`src/rtl/cq_dispatch_port.sv`:
```
// cq_dispatch_port: per-core task dequeue/start/finish/abort responder with a small ready buffer
module cq_dispatch_port #(
   parameter int DEPTH   = 4,
   parameter int CORE_ID = 0,
   parameter int TASK_W  = 32,
   parameter int TTYPE_W = 4,
   parameter int SLOT_W  = 8,
   parameter int CHILD_W = 3
) (
   input  logic               clk,
   input  logic               rst,
   input  logic               rdy_valid,
   output logic               rdy_ready,
   input  logic [TASK_W-1:0]  rdy_task,
   input  logic [SLOT_W-1:0]  rdy_slot,
   input  logic               task_arvalid,
   input  logic [TTYPE_W-1:0] task_araddr,
   output logic               task_rvalid,
   output logic [TASK_W-1:0]  task_rdata,
   output logic [SLOT_W-1:0]  task_rslot,
   input  logic               start_task_valid,
   input  logic [SLOT_W-1:0]  start_task_slot,
   output logic               start_task_ready,
   input  logic               finish_task_valid,
   input  logic [SLOT_W-1:0]  finish_task_slot,
   input  logic [CHILD_W-1:0] finish_task_num_children,
   input  logic               finish_task_undo_log_write,
   output logic               finish_task_ready,
   output logic               abort_running_task,
   output logic [SLOT_W-1:0]  abort_running_slot,
   input  logic               abort_req_valid,
   input  logic [SLOT_W-1:0]  abort_req_slot,
   output logic               started_valid,
   output logic [SLOT_W-1:0]  started_slot,
   output logic               finished_valid,
   input  logic               finished_ready,
   output logic [SLOT_W-1:0]  finished_slot,
   output logic [CHILD_W-1:0] finished_children,
   output logic               finished_undo,
   output logic               finished_aborted,
   output logic               dropped_valid,
   output logic [SLOT_W-1:0]  dropped_slot,
   output logic [31:0]        num_dispatched
);
   localparam int AW = $clog2(DEPTH);
   localparam int PW = AW + 1;
   typedef enum logic [1:0] {IDLE, DISPATCHED, RUNNING, FINISHING} state_t;
   state_t             state;
   logic [TASK_W-1:0]  task_q [DEPTH];
   logic [SLOT_W-1:0]  slot_q [DEPTH];
   logic [DEPTH-1:0]   live_q, live_nxt, drop_mask;
   logic [PW-1:0]      wr_ptr, rd_ptr, count;
   logic [AW-1:0]      rd_idx, wr_idx;
   logic [SLOT_W-1:0]  run_slot;
   logic               abort_flag, push, pop, idle_head, active;
   logic               fin_hs, start_hs, run_hit, disp_hit, abort_run, drop_en;
   // head-of-buffer dequeue response, handshakes and abort routing decisions
   always_comb begin
      count = wr_ptr - rd_ptr;
      rd_idx = rd_ptr[AW-1:0];
      wr_idx = wr_ptr[AW-1:0];
      rdy_ready = count < PW'(DEPTH);
      push = rdy_valid & rdy_ready;
      task_rdata = task_q[rd_idx];
      task_rslot = slot_q[rd_idx];
      idle_head = (state == IDLE) & (count != '0);
      task_rvalid = idle_head & task_arvalid & live_q[rd_idx] & (task_rdata[TTYPE_W-1:0] == task_araddr);
      pop = task_rvalid | (idle_head & !live_q[rd_idx]);
      active = (state == DISPATCHED) | (state == RUNNING);
      start_task_ready = state == DISPATCHED;
      finish_task_ready = active & !finished_valid;
      fin_hs = finish_task_ready & finish_task_valid & (finish_task_slot == run_slot);
      start_hs = start_task_ready & start_task_valid & (start_task_slot == run_slot) & !fin_hs;
      run_hit = active & (abort_req_slot == run_slot);
      disp_hit = task_rvalid & (task_rslot == abort_req_slot);
      abort_run = abort_req_valid & ((run_hit & !fin_hs) | disp_hit);
      drop_en = abort_req_valid & !run_hit & !disp_hit;
      abort_running_task = abort_flag & active;
      abort_running_slot = run_slot;
   end
   // live bits: set on push, cleared on pop or when a buffered task is aborted
   always_comb begin
      live_nxt = live_q;
      drop_mask = '0;
      for (int i = 0; i < DEPTH; i++) begin
         drop_mask[i] = drop_en & live_q[i] & (slot_q[i] == abort_req_slot);
         live_nxt[i] = (live_q[i] & !drop_mask[i] & !(pop & (rd_idx == AW'(i)))) | (push & (wr_idx == AW'(i)));
      end
   end
   // ready buffer storage, pointers and the dropped-task pulse
   always_ff @(posedge clk) begin
      if (rst) begin
         wr_ptr <= '0;
         rd_ptr <= '0;
         live_q <= '0;
         dropped_valid <= 1'b0;
         dropped_slot <= '0;
      end else begin
         if (push) begin
            task_q[wr_idx] <= rdy_task;
            slot_q[wr_idx] <= rdy_slot;
         end
         wr_ptr <= wr_ptr + PW'(push);
         rd_ptr <= rd_ptr + PW'(pop);
         live_q <= live_nxt;
         dropped_valid <= |drop_mask;
         if (|drop_mask) dropped_slot <= abort_req_slot;
      end
   end
   // in-flight task FSM with registered started/finished outputs
   always_ff @(posedge clk) begin
      if (rst) begin
         state <= IDLE;
         run_slot <= '0;
         abort_flag <= 1'b0;
         started_valid <= 1'b0;
         started_slot <= '0;
         finished_valid <= 1'b0;
         finished_slot <= '0;
         finished_children <= '0;
         finished_undo <= 1'b0;
         finished_aborted <= 1'b0;
         num_dispatched <= '0;
      end else begin
         started_valid <= start_hs;
         if (start_hs) started_slot <= run_slot;
         if (abort_run) abort_flag <= 1'b1;
         case (state)
            IDLE: if (task_rvalid) begin
               run_slot <= task_rslot;
               num_dispatched <= num_dispatched + 32'd1;
               state <= DISPATCHED;
            end
            DISPATCHED, RUNNING: if (fin_hs) begin
               finished_valid <= 1'b1;
               finished_slot <= finish_task_slot;
               finished_children <= finish_task_num_children;
               finished_undo <= finish_task_undo_log_write;
               finished_aborted <= abort_flag;
               state <= FINISHING;
            end else if (start_hs) state <= RUNNING;
            FINISHING: if (finished_ready) begin
               finished_valid <= 1'b0;
               abort_flag <= 1'b0;
               state <= IDLE;
            end
         endcase
      end
   end
   // a start for a slot other than the dispatched one is ignored and should never happen
   always_ff @(posedge clk) begin
      if (!rst && start_task_ready && start_task_valid)
         assert (start_task_slot == run_slot) else $error("core %0d: start slot mismatch", CORE_ID);
   end
endmodule

```
`config.mk`:
```
export PLATFORM = sky130hd
export DESIGN_NAME = cq_dispatch_port
export DESIGN_NICKNAME = d
export VERILOG_FILES = /design/src/rtl/cq_dispatch_port.sv
export SDC_FILE = /design/constraint.sdc
export NUM_CORES = 1
export LEC_CHECK = 0
export BUFFER_PORTS_ARGS = -buffer_cell sky130_fd_sc_hd__buf_2
export CORE_ASPECT_RATIO = 1.5
export CORE_UTILIZATION = 55
export CTS_CLUSTER_DIAMETER = 30
export DETAILED_ROUTE_END_ITERATION = 12
export GPL_TIMING_DRIVEN = 1
export PLACE_DENSITY = 0.8
export RECOVER_POWER = 100
export SYNTH_ARGS = -nofsm -noshare
export SYNTH_HDL_FRONTEND = slang
export SYNTH_SLANG_ARGS = --single-unit
```
`constraint.sdc`:
```
create_clock -name clk -period 8.3 [get_ports clk]
set_clock_uncertainty 0.1 [all_clocks]
set_input_delay 2.075 -clock clk [delete_from_list [all_inputs] [get_ports clk]]
set_output_delay 2.075 -clock clk [all_outputs]
set_load 0.02 [all_outputs]
```
# Yosys cells after proc, flatten, opt, wreduce, memory -nomap -nowiden
# Memory sizes are Yosys's and may differ from the RTL's. A register that Yosys moved wholly into a read port is not among the register bits.
# Index checks and enable logic that the tools add are counted.
[totals] memories=2 output_inout_bits=117 ramBits=160 register_bits=85 input_bits=80
[memory_table] name="task_q" words=4 word_bits=32 rd=1 rd_clocked_by_memory_dff=1 write_ports=1 line="49" source="logic [TASK_W-1:0] task_q [DEPTH];"
[memory_table] name="slot_q" words=4 word_bits=8 rd=5 rd_clocked_by_memory_dff=1 write_ports=1 line="50" source="logic [SLOT_W-1:0] slot_q [DEPTH];"
[op_classes] magnitude_cmp=2 bitwise=50 n_reduce_logical=24 n_eq_ne=22 muxes=18 n_addsub=4
[op_table] operator="$eq A8 B8 Y1" n=8
[op_table] operator="$and A1 B1 Y1" n=43
[op_table] operator="$add A32 B1 Y32 const B" n=1
[op_table] operator="$logic_not A1 Y1" n=13
[op_table] operator="$eq A2 B2 Y1 const B" n=6
[op_table] operator="$mux W2" n=6
[op_table] operator="$mux W1" n=9
[op_table] operator="$or A1 B1 Y1" n=7
[op_table] operator="$add A3 B1 Y3" n=2
[op_table] operator="$eq A2 B1 Y1 const B" n=3
[op_table] operator="$logic_not A2 Y1" n=3
[op_table] operator="$ne A2 B2 Y1 const B" n=3
[op_table] operator="$pmux W2 S3" n=1
[op_table] operator="$reduce_and A3 Y1" n=2
[op_table] operator="$eq A4 B4 Y1" n=1
[op_table] operator="$reduce_and A2 Y1" n=2
[op_table] operator="$reduce_or A4 Y1" n=1
[op_table] operator="$lt A2 B3 Y1 const B" n=1
[op_table] operator="$lt A3 B3 Y1 const B" n=1
[op_table] operator="$ne A3 B3 Y1 const B" n=1
[op_table] operator="$reduce_bool A3 Y1" n=1
[op_table] operator="$sub A3 B3 Y3" n=1
[op_table] operator="$bmux W1 S2" n=1
[op_table] operator="$pmux W1 S2" n=1
[op_table] operator="2 further kinds" n=2

# Logic depth before layout (Yosys ltp)
# Gate-level depths: netlist of the first run.
[depth] ltp_word=15 ltp_mapped=11

# Worst setup path after synthesis of the first run
# OpenSTA, ideal clock, no wires.
[synth_timing] path_type="input-to-reg" from="in rst" to="mem slot_q[0][0] (enable)" setup_time_ns=0.541 slack_ns=1.461 arrival_time_ns=6.198 n_path_buf=1 cell_stages=2 t_required_ns=7.659 path_cell_list="clkbuf_1 > nor4_1"
[synth_between] elab_chain_cells=2
[synth_lines] item="from (decl)" line="11" source="input logic rst,"
[synth_lines] item="$mux W1" line="92" source="if (rst) begin"
[synth_lines] item="$mux W1 (not written as such)" line="101" source="slot_q[wr_idx] <= rdy_slot;"
[synth_lines] item="to (decl)" line="50"
# No other way between the ends.

# Final worst setup path of the first run
[layout_timing] from="in task_araddr[3]" to="out task_rvalid"
[layout_between] elab_chain_cells=2
[layout_lines] item="from (decl)" line="17" source="input logic [TTYPE_W-1:0] task_araddr,"
[layout_lines] item="$eq A4 B4 Y1" line="67" source="task_rvalid = idle_head & task_arvalid & live_q[rd_idx] & (task_rdata[TTYPE_W-1:0] == task_araddr);"
[layout_lines] item="$and A1 B1 Y1" line="67"
[layout_lines] item="to (decl)" line="18" source="output logic task_rvalid,"
# No other way between the ends.

==> flow_summary.json, run 1 <==
{
  "finalHoldViolCount": 0,
  "grt_max_degree": 82,
  "viasPerCell": 5.50,
  "power.density_mw_per_mm2": 309,
  "clk_pin_slew_ns": 0.05,
  "cts_resized": 0,
  "synth.avg_cell_area_um2": 13.7,
  "area_growth_pct": 21.1,
  "dieArea_mm2": 0.0196,
  "drt_pre_antenna_iters": 5,
  "fin_nets": 1059,
  "status": "finished with violations",
  "worst_pin_slew_ns": 2.69,
  "arrival_ns": 4.48,
  "worstReg2RegStart": "rd_ptr[1]$_SDFF_PP0_",
  "insertion_delay_ns": 0.50,
  "tns_ns": 0,
  "relSlewSlack_pct": -79.7,
  "hp-start": "dropped_slot[3]$_SDFFE_PP0P_",
  "cellLeakagePower_nw": 4.31,
  "drt_wl_total_um": 22700,
  "ant_nets": 0,
  "critPathLaunchType": "input port",
  "cts_setup_buffers": 0,
  "synth_edf_count": 160,
  "worstSetupPathType": "input port to output port",
  "vias": 6865,
  "grt_overflow": 0,
  "fin_crit_sh_pct": 80.2,
  "synth_area_mm2": 0.0105,
  "crit_path_max_fanout": 36,
  "worst_ep_required_time_ns": 6.12,
  "seq_area_frac_synth_pct": 62.2,
  "final_core_util_pct": 68.3,
  "stdcell_count": 1249,
  "stdcell_area_mm2": 0.0127,
  "start_util_pct": 56.4,
  "async_reset_ff_share_pct": 0,
  "ioPinCount": 197,
  "synthCells": 764,
  "drt_iter0_markers": 332,
  "grt_antenna_before_repair": 1,
  "yosysWarningCount": 0,
  "grt_pass1_vias": 6866,
  "maxCapViolCount": 4,
  "cts-buffers-inserted": 36,
  "htreeDepth": 2,
  "synth_fp_nets": 854,
  "rsz0062_at_grt": "no",
  "hold_slack_ns": 0.360,
  "cts_tree": "yes",
  "power.total_mw": 3.92,
  "clk_path_buf_depth": 3,
  "layout-drive-gt1-share_pct": 14.6,
  "slew_viol_final": 129,
  "cts-hold-fix-buffers": 0,
  "synth_cell_types": 51,
  "hpwlAfterDp_um": 14700,
  "irDropWorstVdd_uv": 226,
  "gp_congestion": 0.772,
  "grt_pass1_wl_um": 35000,
  "crit_path_start": "task_araddr[3]",
  "wire_per_inst_um": 18.2,
  "place_area_mm2": 0.0117,
  "failed_checks": "capacitance limit, slew limit",
  "worst_slack_ns": 1.64,
  "ys_ff_latch": 245,
  "num_rows": 61,
  "clock-sinks": 245,
  "crit_path_end_kind": "output port",
  "min_path_type": "register to register",
  "setup_viol": 0,
  "portBuffers": 196,
  "cts-root-buf": "clkbuf_16",
  "fp.coreArea_mm2": 0.0185,
  "place_ws_ns": 2.63,
  "fmax_ghz": 0.150,
  "placed_cells": 1183,
  "fin_crit_ns": 6.66,
  "drc": 0,
  "die_w_um": 115,
  "die_h_um": 171,
  "fillerInstances": 1426,
  "track_usage_pct": 23.4,
  "synth_ff_type": "edfxtp_1"
}
[synthesized netlist by cell type, drive strengths merged, types with 10 or more instances]
library cell	count	area, µm²
clkbuf	29	109
buf	10	56.3
a21oi	19	95.1
inv	21	78.8
xor2	37	324
mux2i	39	398
nor4	25	171
mux4	37	837
o21ai	21	105
nor3	14	91.3
nand2	46	173
edfxtp	160	4800
nand4	17	106
ha	10	125
nand3	18	90.1
nor2b	11	68.8
dfxtp	85	1700
nor2	61	229
xnor2	57	499
[final cells by class]
class                      count  area, µm²  share of cell area [%]
tap                          252        315                    2.49
antenna                        1       2.50                  0.0198
inverter                      22       82.6                   0.652
clock buffer                  46        980                    7.73
multi-input combinational    458       3680                    29.0
timing repair buffer         206        830                    6.55
sequential                   245       6510                    51.4
clock inverter                19        270                    2.13
[where the power goes]
group	internal, mW	switching [mW]	total [mW]	leakage (nW)
Clock	1.03	0.527	1.55	0.612
Sequential	1.41	0.0824	1.49	2.14
Combinational	0.328	0.548	0.875	1.57
[cell families (layout without fill, tap and decap cells)]
kind of cell	Yosys count	in the layout	share of synthesized area, %
compound gates	56	56	3.37
xor+xnor	94	94	7.87
fa+ha+maj	10	10	1.20
buf+inv	61	293	2.37
flops	245	245	62.2
mux	81	81	12.3
other cells	0	1	0
simple gates	217	217	10.6
[critical path: stages]
cell,delay [ns]
clkbuf_1,0.11
xnor2_1,0.19
nor3_1,0.10
o211ai_4,0.20
clkbuf_1,1.16
nor2_1,0.06
clkbuf_1,0.31
clkbuf_1,0.26
[cell usage in the layout, fill, tap and decap left out, types with 21 or more instances in the layout]
master	Yosys	routed
clkbuf_16	0	37
nor4_1	24	25
mux4_2	36	36
mux2i_1	37	37
dfxtp_1	85	84
inv_1	21	21
nand2_1	46	46
xnor2_1	57	57
edfxtp_1	160	160
xor2_1	37	37
nor2_1	61	60
clkbuf_1	29	174
o21ai_0	21	21
buf_2	3	36
[state kept, by name, summed over array words and instances (netlist names), 2 cells and up]
register and cells:
slot_q 32, started_slot 8, finished_children 3, abort_running_slot 8
live_q 4, wr_ptr 3, rd_ptr 3, task_q 128
state 2, finished_slot 8, num_dispatched 32, dropped_slot 8
[final timing paths]
kind	cells after the start	to	slack, ns
max reg2reg	9	slot_q[2][4]$_DFFE_PP_	2.96
min	2	dropped_slot[3]$_SDFFE_PP0P_	0.36
max	8	task_rvalid	1.64
min reg2reg	2	dropped_slot[3]$_SDFFE_PP0P_	0.36
[metal layers]
layer	wire (µm)	global-route usage, %	share of wire [%]	vias up
met1	8690	26.4	38	3354
met3	1140	4.22	5.0	62
met5	0	0	0	-
met4	885	10.9	3.9	0
li1	-	-	-	3242
met2	12000	42.5	53	207
No activity file was read; power rests on OpenSTA's default activity.
==> run 2, diff against run 1 <==
- ABC_AREA: not set -> 1
- CORE_UTILIZATION: 55 -> 50
- PLACE_DENSITY: 0.8 -> 0.77
- clock period: 8.3 -> 5.4 ns (I/O delays scaled with it)
==> flow_summary.json, run 2 <==
{
  "max_stage_delay_ns": 0.69,
  "final_cell_mix": "nand2_1 (283), clkbuf_1 (169), edfxtp_1 (160)",
  "irDropWorstVdd_uv": 391,
  "grt_max_degree": 42,
  "track_usage_pct": 24.5,
  "grt_pass1_vias": 8835,
  "crit_path_end_kind": "output port",
  "synth_ff_type": "edfxtp_1",
  "rrSetupSlack_ns": 1.02,
  "start_util_pct": 51.2,
  "fmax_ghz": 0.215,
  "die_w_um": 122,
  "placed_cells": 1573,
  "crit_path_start": "rd_ptr[1]$_SDFF_PP0_",
  "min_path_type": "register to register",
  "worst_pin_slew_ns": 1.33,
  "arrival_ns": 3.20,
  "synth_top_family_by_area": "simple AND/OR/NAND/NOR gates",
  "worst_slack_ns": 0.754,
  "cts-hold-fix-buffers": 0,
  "drc": 0,
  "yosysMostFrequentCell": "nand2_1",
  "clk_pin_slew_ns": 0.05,
  "synth_cell_types": 40,
  "num_rows": 65,
  "top_regs": "task_q (128), num_dispatched (32), slot_q (32)",
  "cts-buffers-inserted": 37,
  "cts_setup_buffers": 0,
  "status": "completed",
  "synth_area_mm2": 0.0108,
  "drt_wl_total_um": 27200,
  "synth_top_cell_area_share_pct": 44.3,
  "cp-endpoint": "task_rvalid",
  "regMostFlops": "task_q",
  "reg2regPathDepth": 13,
  "synth-xor-area-share_pct": 2.34,
  "stdcell_count": 1640,
  "grt_antenna_before_repair": 0,
  "slew_viol_final": 0,
  "setup_viol": 0,
  "maxCapViolCount": 0,
  "dieArea_mm2": 0.0223,
  "place_ws_ns": 1.65,
  "path_delay_family": "simple AND/OR/NAND/NOR gates",
  "area_growth_pct": 20.7,
  "gp_congestion": 0.923,
  "insertion_delay_ns": 0.53,
  "synth-compound-area-share_pct": 10.4,
  "cts-root-buf": "clkbuf_16",
  "timing.critical_path.buf_inv": 2,
  "critPathSlowestCell": "dfxtp_1",
  "final_common_cell": "nand2_1",
  "ioPinCount": 197,
  "ys_top_cells_by_count": "nand2_1 (282), edfxtp_1 (160), nor2_1 (124), inv_1 (98), dfxtp_1 (85)",
  "clk_path_buf_depth": 3,
  "power.density_mw_per_mm2": 481,
  "finalHoldViolCount": 0,
  "htreeDepth": 2,
  "synth_fp_nets": 1230,
  "crit_path_max_fanout": 16,
  "seq_area_frac_synth_pct": 60.0,
  "cp_num_cells": 8,
  "fp.coreArea_mm2": 0.0211,
  "rsz0062_at_grt": "no",
  "r2r_end": "dropped_slot[7]$_SDFFE_PP0P_",
  "clock-sinks": 245,
  "ys_ff_latch": 245,
  "fin_crit_ns": 4.65,
  "crit_chain": "inv_1 -> ha_1 -> a21oi_1 -> nand2_1 -> nand3b_1 -> nand4_1 -> nor2_1 -> clkbuf_1",
  "viasPerCell": 5.40,
  "fin_crit_sh_pct": 86.0,
  "layout-drive-gt1-share_pct": 8.60,
  "largest_reg_flops": 128,
  "portBuffers": 196,
  "cts_tree": "yes",
  "tns_ns": 0,
  "drt_pre_antenna_iters": 4,
  "yosysWarningCount": 0,
  "synth.avg_cell_area_um2": 9.50,
  "critPathLaunchType": "register",
  "worstReg2RegStart": "rd_ptr[1]$_SDFF_PP0_",
  "diodes": 0,
  "synthCells": 1140,
  "synth_fa_ha_area_share_pct": 1.15,
  "synth_edf_count": 160,
  "ant_nets": 0,
  "synthSimpleGateAreaFrac_pct": 20.5,
  "cellLeakagePower_nw": 4.91,
  "async_reset_ff_share_pct": 0,
  "worstSetupPathType": "register to output port",
  "drt_iter0_markers": 480,
  "wire_per_inst_um": 16.6,
  "grt_overflow": 0,
  "relSlewSlack_pct": 11.5,
  "grt_pass1_wl_um": 42500,
  "hpwlAfterDp_um": 18800,
  "worst_ep_required_time_ns": 3.95,
  "synth_area_leader_cell": "edfxtp_1",
  "synth.area.top_cells": "edfxtp_1 (44%), dfxtp_1 (16%), nand2_1 (9.8%)",
  "cts_resized": 0,
  "synthMuxAreaShare_pct": 0,
  "die_h_um": 182,
  "fin_nets": 1434,
  "vias": 8852
}
[run 2: changes by cell type in the layout (fill, tap and decap cells not counted), moves of 34 or more]
| cell | before | now |
|---|---|---|
| mux2i_1 | 37 | 0 |
| nor2_1 | 60 | 124 |
| mux4_2 | 36 | 0 |
| xnor2_1 | 57 | 14 |
| a21oi_1 | 19 | 53 |
| inv_1 | 21 | 100 |
| nand2_1 | 46 | 283 |
| a22oi_1 | 0 | 47 |
| nand3_1 | 18 | 54 |
[run 2: power breakdown]
part	internal (mW)	leakage (nW)	switching [mW]
sequential	2.16	2.13	0.0936
clock	1.54	0.618	0.900
combinational	0.434	2.16	1.16
total	4.14	4.91	2.16
[run 2: worst min-delay path: cells and delay by family (launching register included)]
kind             cells  cell delay (ns)
flip-flops           1             0.32
AND/OR/NAND/NOR      2             0.13
[run 2: how the worst min path moves through the flow]
stage	startpoint	to	depth (start not counted)
final	finished_aborted$_SDFFE_PP0P_	finished_aborted$_SDFFE_PP0P_	2
after CTS	finished_aborted$_SDFFE_PP0P_	finished_aborted$_SDFFE_PP0P_	2
after detailed placement	finished_aborted$_SDFFE_PP0P_	finished_aborted$_SDFFE_PP0P_	2
after global routing	num_dispatched[28]$_SDFFE_PP0P_	num_dispatched[28]$_SDFFE_PP0P_	2
after floorplan	live_q[0]$_SDFF_PP0_	live_q[0]$_SDFF_PP0_	2
after global placement	num_dispatched[28]$_SDFFE_PP0P_	num_dispatched[28]$_SDFFE_PP0P_	2
[run 2: area by class of cell]
type	count	area [µm²]
flip-flops and latches	245	6510
clock buffers	42	945
clock inverters	25	353
repair buffers	208	846
well taps	268	335
fillers	1852	8070
inverters	104	390
multi-input cells	748	3700
[run 2: logic make-up after synthesis]
group,after synthesis
AND/OR/NAND/NOR,528
XOR/XNOR,29
adder cells (fa/ha/maj),10
flip-flops,245
AO/OA/AOI/OAI,181
buffers and inverters,147
[run 2: metrics by stage]
stage	utilization, %	hold slack, ns	instance area, µm²	total power [mW]
after global placement	57.0	0.357	12000	3.93
after floorplan	-	0.353	10800	3.41
after detailed placement	57.0	0.367	12000	3.97
after global routing	61.9	0.409	13100	6.59
after CTS	63.1	0.377	13300	6.43
final	61.9	0.380	13100	6.29
[run 2: metal layers]
metal	GRT usage (%)	wire, µm	vias up
li1	-	-	4322
met1	26.2	10300	4140
met2	44.6	14000	306
met3	5.34	1860	84
met4	12.3	1140	0
met5	0	0	-
